File: src/rtl/ysyx_23060184_lsu_mem_stage_if.sv
// Memory-side bus of the MEM-stage LSU: req/gnt issue phase, rvalid response phase.
// The LSU is the master; the data memory or its arbiter is the slave.
interface ysyx_23060184_lsu_mem_stage_if #(
    parameter int DATA_WIDTH = 32
);
    logic                  mem_req;
    logic                  mem_we;
    logic [DATA_WIDTH-1:0] mem_addr;
    logic [DATA_WIDTH-1:0] mem_wdata;
    logic [3:0]            mem_wstrb;
    logic                  mem_gnt;
    logic                  mem_rvalid;
    logic [DATA_WIDTH-1:0] mem_rdata;

    modport master (
        output mem_req, mem_we, mem_addr, mem_wdata, mem_wstrb,
        input  mem_gnt, mem_rvalid, mem_rdata
    );

    modport slave (
        input  mem_req, mem_we, mem_addr, mem_wdata, mem_wstrb,
        output mem_gnt, mem_rvalid, mem_rdata
    );
endinterface

File: src/rtl/ysyx_23060184_lsu_mem_stage.sv
// MEM-stage load/store unit: one instruction per Evalid/Mready handshake, at most one
// req/gnt/rvalid transaction, lane selection, load extension and store strobes.
module ysyx_23060184_lsu_mem_stage #(
    parameter int DATA_WIDTH = 32,
    parameter int SB_WIDTH   = 192
) (
    input  logic                  clk,
    input  logic                  reset,
    input  logic                  Evalid,
    output logic                  Mready,
    input  logic                  MemReadE,
    input  logic                  MemWriteE,
    input  logic [2:0]            Funct3E,
    input  logic [DATA_WIDTH-1:0] AddrE,
    input  logic [DATA_WIDTH-1:0] WDataE,
    input  logic [SB_WIDTH-1:0]   SidebandE,
    output logic                  Mvalid,
    input  logic                  Wready,
    output logic [DATA_WIDTH-1:0] ReadDataM,
    output logic [SB_WIDTH-1:0]   SidebandM,
    output logic                  MisalignM,
    ysyx_23060184_lsu_mem_stage_if.master bus
);

    typedef enum logic [1:0] {
        IDLE,
        REQ,
        WAIT,
        DONE
    } state_t;

    state_t state, next_state, accept_target;

    logic                  accept;
    logic                  is_load, is_store, is_mem, misalign;
    logic [DATA_WIDTH-1:0] wdata_lane;
    logic [3:0]            strb_lane;

    logic [2:0]            funct3_q;
    logic [1:0]            addr_lo_q;
    logic                  load_q;
    logic [DATA_WIDTH-1:0] rdata_shifted;
    logic [DATA_WIDTH-1:0] load_ext;

    assign Mready  = (state == IDLE) | ((state == DONE) & Wready);
    assign accept  = Evalid & Mready;
    assign Mvalid  = (state == DONE);
    assign bus.mem_req = (state == REQ);

    // A load wins if both MemReadE and MemWriteE are set.
    always_comb begin
        is_load  = MemReadE;
        is_store = MemWriteE & ~MemReadE;
        is_mem   = is_load | is_store;
        misalign = is_mem &
                   (((Funct3E[1:0] == 2'b01) & AddrE[0]) |
                    ((Funct3E[1:0] == 2'b10) & (AddrE[1:0] != 2'b00)));
        accept_target = (is_mem & ~misalign) ? REQ : DONE;
    end

    always_comb begin
        wdata_lane = WDataE;
        strb_lane  = 4'b1111;
        case (Funct3E[1:0])
            2'b00: begin
                wdata_lane = {4{WDataE[7:0]}};
                strb_lane  = 4'b0001 << AddrE[1:0];
            end
            2'b01: begin
                wdata_lane = {2{WDataE[15:0]}};
                strb_lane  = 4'b0011 << AddrE[1:0];
            end
            default: begin
                wdata_lane = WDataE;
                strb_lane  = 4'b1111;
            end
        endcase
    end

    always_comb begin
        rdata_shifted = bus.mem_rdata >> {addr_lo_q, 3'b000};
        load_ext      = rdata_shifted;
        case (funct3_q)
            3'b000:  load_ext = {{24{rdata_shifted[7]}},  rdata_shifted[7:0]};
            3'b001:  load_ext = {{16{rdata_shifted[15]}}, rdata_shifted[15:0]};
            3'b100:  load_ext = {24'h0, rdata_shifted[7:0]};
            3'b101:  load_ext = {16'h0, rdata_shifted[15:0]};
            default: load_ext = rdata_shifted;
        endcase
    end

    always_comb begin
        next_state = state;
        case (state)
            IDLE: if (accept) next_state = accept_target;
            REQ:  if (bus.mem_gnt) next_state = WAIT;
            WAIT: if (bus.mem_rvalid) next_state = DONE;
            DONE: if (Wready) next_state = accept ? accept_target : IDLE;
            default: next_state = IDLE;
        endcase
    end

    always_ff @(posedge clk or posedge reset) begin
        if (reset) begin
            state         <= IDLE;
            ReadDataM     <= '0;
            SidebandM     <= '0;
            MisalignM     <= 1'b0;
            bus.mem_we    <= 1'b0;
            bus.mem_addr  <= '0;
            bus.mem_wdata <= '0;
            bus.mem_wstrb <= '0;
            funct3_q      <= '0;
            addr_lo_q     <= '0;
            load_q        <= 1'b0;
        end else begin
            state <= next_state;
            if (accept) begin
                SidebandM     <= SidebandE;
                ReadDataM     <= '0;
                MisalignM     <= misalign;
                funct3_q      <= Funct3E;
                addr_lo_q     <= AddrE[1:0];
                load_q        <= is_load;
                bus.mem_addr  <= {AddrE[DATA_WIDTH-1:2], 2'b00};
                bus.mem_we    <= is_store & ~misalign;
                bus.mem_wdata <= is_store ? wdata_lane : '0;
                bus.mem_wstrb <= (is_store & ~misalign) ? strb_lane : 4'b0000;
            end else if ((state == WAIT) && bus.mem_rvalid && load_q) begin
                ReadDataM <= load_ext;
            end
        end
    end

endmodule

File: src/flat_wrapper.sv
// flat-port wrapper written by rule: the top's interface ports become plain ports
module ysyx_23060184_lsu_mem_stage_flat 
#(
    parameter int DATA_WIDTH = 32,
    parameter int SB_WIDTH   = 192
)
  (clk, reset, Evalid, Mready, MemReadE, MemWriteE, Funct3E, AddrE, WDataE, SidebandE, Mvalid, Wready, ReadDataM, SidebandM, MisalignM, bus_mem_req, bus_mem_we, bus_mem_addr, bus_mem_wdata, bus_mem_wstrb, bus_mem_gnt, bus_mem_rvalid, bus_mem_rdata);
  ysyx_23060184_lsu_mem_stage_if #(.DATA_WIDTH(DATA_WIDTH)) bus_i ();
  input  logic clk;
  input  logic reset;
  input  logic Evalid;
  output logic Mready;
  input  logic MemReadE;
  input  logic MemWriteE;
  input  logic [2:0] Funct3E;
  input  logic [DATA_WIDTH-1:0] AddrE;
  input  logic [DATA_WIDTH-1:0] WDataE;
  input  logic [SB_WIDTH-1:0] SidebandE;
  output logic Mvalid;
  input  logic Wready;
  output logic [DATA_WIDTH-1:0] ReadDataM;
  output logic [SB_WIDTH-1:0] SidebandM;
  output logic MisalignM;
  output wire logic [$bits(bus_i.mem_req)-1:0] bus_mem_req;
  output wire logic [$bits(bus_i.mem_we)-1:0] bus_mem_we;
  output wire logic [$bits(bus_i.mem_addr)-1:0] bus_mem_addr;
  output wire logic [$bits(bus_i.mem_wdata)-1:0] bus_mem_wdata;
  output wire logic [$bits(bus_i.mem_wstrb)-1:0] bus_mem_wstrb;
  input wire logic [$bits(bus_i.mem_gnt)-1:0] bus_mem_gnt;
  input wire logic [$bits(bus_i.mem_rvalid)-1:0] bus_mem_rvalid;
  input wire logic [$bits(bus_i.mem_rdata)-1:0] bus_mem_rdata;
  assign bus_mem_req = bus_i.mem_req;
  assign bus_mem_we = bus_i.mem_we;
  assign bus_mem_addr = bus_i.mem_addr;
  assign bus_mem_wdata = bus_i.mem_wdata;
  assign bus_mem_wstrb = bus_i.mem_wstrb;
  assign bus_i.mem_gnt = bus_mem_gnt;
  assign bus_i.mem_rvalid = bus_mem_rvalid;
  assign bus_i.mem_rdata = bus_mem_rdata;
  ysyx_23060184_lsu_mem_stage #(.DATA_WIDTH(DATA_WIDTH), .SB_WIDTH(SB_WIDTH)) u_core (.clk(clk), .reset(reset), .Evalid(Evalid), .Mready(Mready), .MemReadE(MemReadE), .MemWriteE(MemWriteE), .Funct3E(Funct3E), .AddrE(AddrE), .WDataE(WDataE), .SidebandE(SidebandE), .Mvalid(Mvalid), .Wready(Wready), .ReadDataM(ReadDataM), .SidebandM(SidebandM), .MisalignM(MisalignM), .bus(bus_i));
endmodule
File: config.mk
export PLATFORM = sky130hd
export DESIGN_NAME = ysyx_23060184_lsu_mem_stage_flat
export DESIGN_NICKNAME = d
export VERILOG_FILES = /design/src/rtl/ysyx_23060184_lsu_mem_stage_if.sv /design/src/rtl/ysyx_23060184_lsu_mem_stage.sv /design/src/flat_wrapper.sv
export SDC_FILE = /design/constraint.sdc
export NUM_CORES = 1
export LEC_CHECK = 0
export ABC_AREA = 1
export BUFFER_PORTS_ARGS = -buffer_cell sky130_fd_sc_hd__buf_2
export CAP_MARGIN = 20
export CORE_AREA = 2 2 229 231
export CTS_CLUSTER_SIZE = 16
export DETAILED_ROUTE_END_ITERATION = 16
export DIE_AREA = 0 0 231 233
export PLACE_DENSITY = 0.6
export SLEW_MARGIN = 20
export SYNTH_ARGS = -nofsm -noshare
export SYNTH_HDL_FRONTEND = slang
export SYNTH_SLANG_ARGS = --single-unit
File: constraint.sdc
create_clock -name clk -period 8.9 [get_ports clk]
set_input_delay 1.335 -clock clk [delete_from_list [all_inputs] [get_ports clk]]
set_output_delay 1.335 -clock clk [all_outputs]
set_load 0.005 [all_outputs]
## After elaboration in Yosys (flattened, before gate mapping)

Cells that the tools add are included.

| operators by class | value |
|---|---|
| bitwise logic cells | 13 |
| shifts and indexed selects | 3 |
| equal/unequal tests | 12 |
| multiplexer cells | 14 |
| reduce and logical (&&, ||, !) cells | 8 |

Operators with widths:

| cell | count |
|---|---|
| $pmux W32 S4 | 1 |
| $mux W32 | 3 |
| $pmux W32 S2 | 1 |
| $shr A32 B5 Y32 | 1 |
| $mux W2 | 6 |
| $and A1 B1 Y1 | 8 |
| $pmux W2 S4 | 1 |
| $pmux W4 S2 | 1 |
| $eq A2 B2 Y1 const B | 3 |
| $eq A3 B3 Y1 const B | 2 |
| $ne A2 B1 Y1 const B | 3 |
| $eq A2 B1 Y1 const B | 2 |
| $logic_not A2 Y1 | 2 |
| $mux W4 | 1 |
| $reduce_and A4 Y1 | 1 |
| $reduce_bool A2 Y1 | 2 |
| $shl A1 B2 Y4 const A | 1 |
| $shl A2 B2 Y4 const A | 1 |
| $eq A3 B1 Y1 const B | 1 |
| $logic_not A3 Y1 | 1 |
| $or A1 B1 Y1 | 3 |
| $logic_and A1 B1 Y1 | 2 |
| $ne A2 B2 Y1 const B | 1 |
| $not A1 Y1 | 2 |

| word-level totals | value |
|---|---|
| output and inout bits | 297 |
| logic and storage cells | 61 |
| input bits | 299 |
| flip-flop bits (word level) | 300 |

## Logic depth before layout (Yosys ltp)

| logic depth | value |
|---|---|
| depth in word-level cells | 10 |
| mapped depth | 10 |
| depth with buffers taken out | 8 |

## Worst setup path before layout

Ideal clock, no wire load.

| path | value |
|---|---|
| kind | in2out |
| from | input Wready |
| to | output Mready |
| setup slack | 6.070 ns |
| stages on the path | 2 |
| data required time | 7.565 ns |
| arrival time | 1.495 ns |
| path buffers | 0 |
| cell sequence | nand3_1 > nand2_1 |

| on the way | value |
|---|---|
| cells in the longest elaborated chain, start to end | 2 |

Ends and longest elaborated chain:

| what | RTL line | text |
|---|---|---|
| start, declared | flat_wrapper.sv:20 | `input logic Wready;` |
| $and A1 B1 Y1 | ysyx_23060184_lsu_mem_stage.sv:45 | `assign Mready = (state == IDLE) \| ((state == DONE) & Wready);` |
| $or A1 B1 Y1 | ysyx_23060184_lsu_mem_stage.sv:45 |  |
| end, declared | flat_wrapper.sv:12 | `output logic Mready;` |

Every way passes these cells.

## Worst setup path after layout

| path | value |
|---|---|
| from | input Wready |
| to | register u_core.bus.mem_wdata[9] |

| on the way | value |
|---|---|
| cells in the longest elaborated chain, start to end | 3 |

Ends and longest elaborated chain:

| what | RTL line | text |
|---|---|---|
| $and A1 B1 Y1 | ysyx_23060184_lsu_mem_stage.sv:45 |  |
| $or A1 B1 Y1 | ysyx_23060184_lsu_mem_stage.sv:45 |  |
| $and A1 B1 Y1 | ysyx_23060184_lsu_mem_stage.sv:46 | `assign accept = Evalid & Mready;` |
| end signal, assigned | ysyx_23060184_lsu_mem_stage.sv:127 | `bus.mem_wdata <= is_store ? wdata_lane : '0;` |
| end, declared | ysyx_23060184_lsu_mem_stage_if.sv:16 | `output mem_req, mem_we, mem_addr, mem_wdata, mem_wstrb,` |

Every way passes these cells.
A chain may end at the register's enable or synchronous reset.

==> results.md <==
* Status: complete, no violations
* Cts bufs inserted at 35
* Crit-path slowest cell: inv_8
* CP Max Fanout at 169
* Grt ovf at 0
* H-Tree Depth at 2
* Crit path DAT at 4.26 ns
* Antenna viol nets, final at 0
* Multi-input gate area at 0.00445 sq mm
* Die Ht at 233 um
* Layout cells sized above 1 at 32.1%
* Yosys warnings at 0
* Vias in the first global route at 11800
* Skew-Pair Late Insertion Delay at 0.54 ns
* Clock tree buffer depth at 3
* Quantity of gates resized following cts at 0
* Hold Path Depth at 2
* Cells after Synth at 1516
* Post-Syn Area per Cell at 8.29 sq um
* Synthesis-to-layout area growth at 36.3%
* FF/Latch Area at 0.00751 sq mm
* Seq cells post-synth at 300
* Clock share of power at 23.7%
* IO buf count at 593
* Pins over their slew limit at 0
* Seq/Total Area, Yosys at 59.7%
* CTS tree: built
* Fraction of the cycle the final worst path needs at 43.0%
* Drt first pass iters at 6
* Type of the most critical hold path: reg -> reg
* Post-Place Setup Slack at 4.52 ns
* Count of final setup violators at 0
* Starting Density at 24.6%
* Switching share of power at 38.1%
* Core region area at 0.0511 sq mm
* FMAX at 262 MHz
* CP startpoint kind: primary input
* Worst vdd ir at 0.184 mV
* Hold Buf Count CTS at 0
* RSZ-0062 raised after global routing: false
* Number of clock sinks at 300
* Final nets at 2368
* Pin count of the biggest net entering global routing at 215
* Clock root buffer: clkbuf_16
* FP Rows at 83
* WHS at 0.471 ns
* Die X at 231 um
* TNS Setup at 0 ns
* GRT Total Usage at 15.9%
* Flop pwr share at 39.5%
* First-pass GRT wire length at 66600 um
* Crit-path cells: buf_2, nand3_1, nand2_1, nand2_4, inv_8, buf_4, o21ai_0, o21a_1
* Critical path class: in -> reg
* Clock Pin Slew Worst Setup and Hold Paths at 0.07 ns
* Final hold vios at 0
* Io pins at 596
* Initial antenna violation count at 6
* # DRC at 0
* Psw at 2.30 mW
* Most frequent cells in the layout: nand2_1, buf_2, dfrtp_1
* WL final at 44600 um
* Pleak at 9.96 nW
* GPL Wtd Cong at 0.847
* Max Cap Violations at 0
* CP peak stage delay at 0.88 ns
* Post-detail-place hpwl at 31600 um
* Pwr Density at 352 mW/mm^2
* Worst Tran Pin Value at 1.01 ns
* Synth unique cells at 24
* Internal at 3.74 mW
* Commonest non-fill, non-tap cell in the layout: nand2_1
* Post-Syn Area at 0.0126 sq mm
* Crit path setup slack, layout at 5.08 ns
* Clk_skew at 0.0169 ns
* Fin crit period at 3.82 ns
* Slew HR at 32.6%
* Via count at 11900
* Register-to-Register Path Depth at 8
* DRT iter0 DRCs at 617
* Die area at 0.0538 sq mm
* Post CTS Setup Buffer Count at 0
* Combinational group share of total power at 36.7%
* Fillcell total at 5492
* Capturing element type of the critical path: flop
* Drt via density at 4.29
* Routed len/inst at 16.0 um
* Worst Path Required at 9.34 ns
==> cell families after synthesis <==
| group | count (synthesis) | share of synthesized area, % |
|---|---|---|
| AOI/OAI and AO/OA | 113 | 4.90 |
| other | 1 | 0.0298 |
| and+or+nand+nor | 994 | 30.4 |
| DFF | 300 | 59.7 |
| buffers and inverters | 108 | 4.98 |
==> power by group through the flow <==
stage | clock network, mW | registers [mW] | logic [mW]
floorplan | 0 | 2.40 | 1.21
global placement | 0 | 2.38 | 2.22
detailed placement | 0 | 2.38 | 2.26
CTS | 1.49 | 2.39 | 2.26
global route | 1.54 | 2.47 | 2.52
finish | 1.43 | 2.39 | 2.22
==> critical path: cells and delay by family <==
family                 cells  cell delay, ns
buffers and inverters      3            1.78
AO/OA/AOI/OAI              2            0.37
AND/OR/NAND/NOR            3            0.59
==> synth_stat cells, drive strengths merged <==
cell type	number	area, sq um
nand2	928	3490
a21oi	32	160
buf	74	499
nor2	25	101
conb	1	3.75
nand3	36	203
dfrtp	300	7510
o22ai	8	50.1
o21a	8	60.1
o31ai	8	60.1
clkinv	1	3.75
o21ai	57	285
nand4	5	31.3
inv	19	71.3
clkbuf	14	52.6
==> state kept, by name, indices dropped and copies added (netlist names) <==
register              flops
u_core.load_q             1
u_core.bus.mem_we         1
u_core.funct3_q           3
u_core.ReadDataM         32
u_core.MisalignM          1
u_core.state              2
u_core.bus.mem_wdata     32
u_core.bus.mem_wstrb      4
u_core.SidebandM        192
u_core.addr_lo_q          2
u_core.bus.mem_addr      30
==> stage by stage <==
step	util [%]	cell area, sq um	total power, mW	instances
floorplan	-	12600	3.61	1517
global placement	31.2	16000	4.60	2710
detailed placement	31.2	16000	4.65	2710
CTS	33.4	17100	6.13	2773
global route	33.5	17100	6.54	2776
finish	33.5	17100	6.04	2778
==> cell type report <==
class | count | area share (%)
Antenna cell | 3 | 0.0438
Clock buffer | 48 | 5.74
Clock inverter | 15 | 0.832
Inverter | 20 | 0.504
Multi-Input combinational cell | 1109 | 26.0
Sequential cell | 300 | 43.8
Tap cell | 680 | 4.96
Timing Repair Buffer | 603 | 18.1
==> metal layers <==
layer  track usage [%]  up-vias  wire length (um)
met2              26.5      441             21500
met1              20.1     5620             18700
met5                 0        -                11
li1                  -     5788                 -
met3              4.26       69              3320
met4              4.60        2              1030
==> path summary, 6_finish.rpt <==
check                                                to  slack (ns)                   from
worst max-delay path            u_core.bus.mem_wdata[9]        5.08                 Wready
worst min-delay path              u_core.SidebandM[150]        0.47  u_core.SidebandM[150]
worst max register to register  u_core.bus.mem_wdata[9]        5.50        u_core.state[1]
worst min register to register    u_core.SidebandM[150]        0.47  u_core.SidebandM[150]
max in group asynchronous          u_core.SidebandM[49]        6.29                  reset
min in group asynchronous         u_core.SidebandM[188]        1.06                  reset
Note: power is estimated with default switching activity, not from simulation.
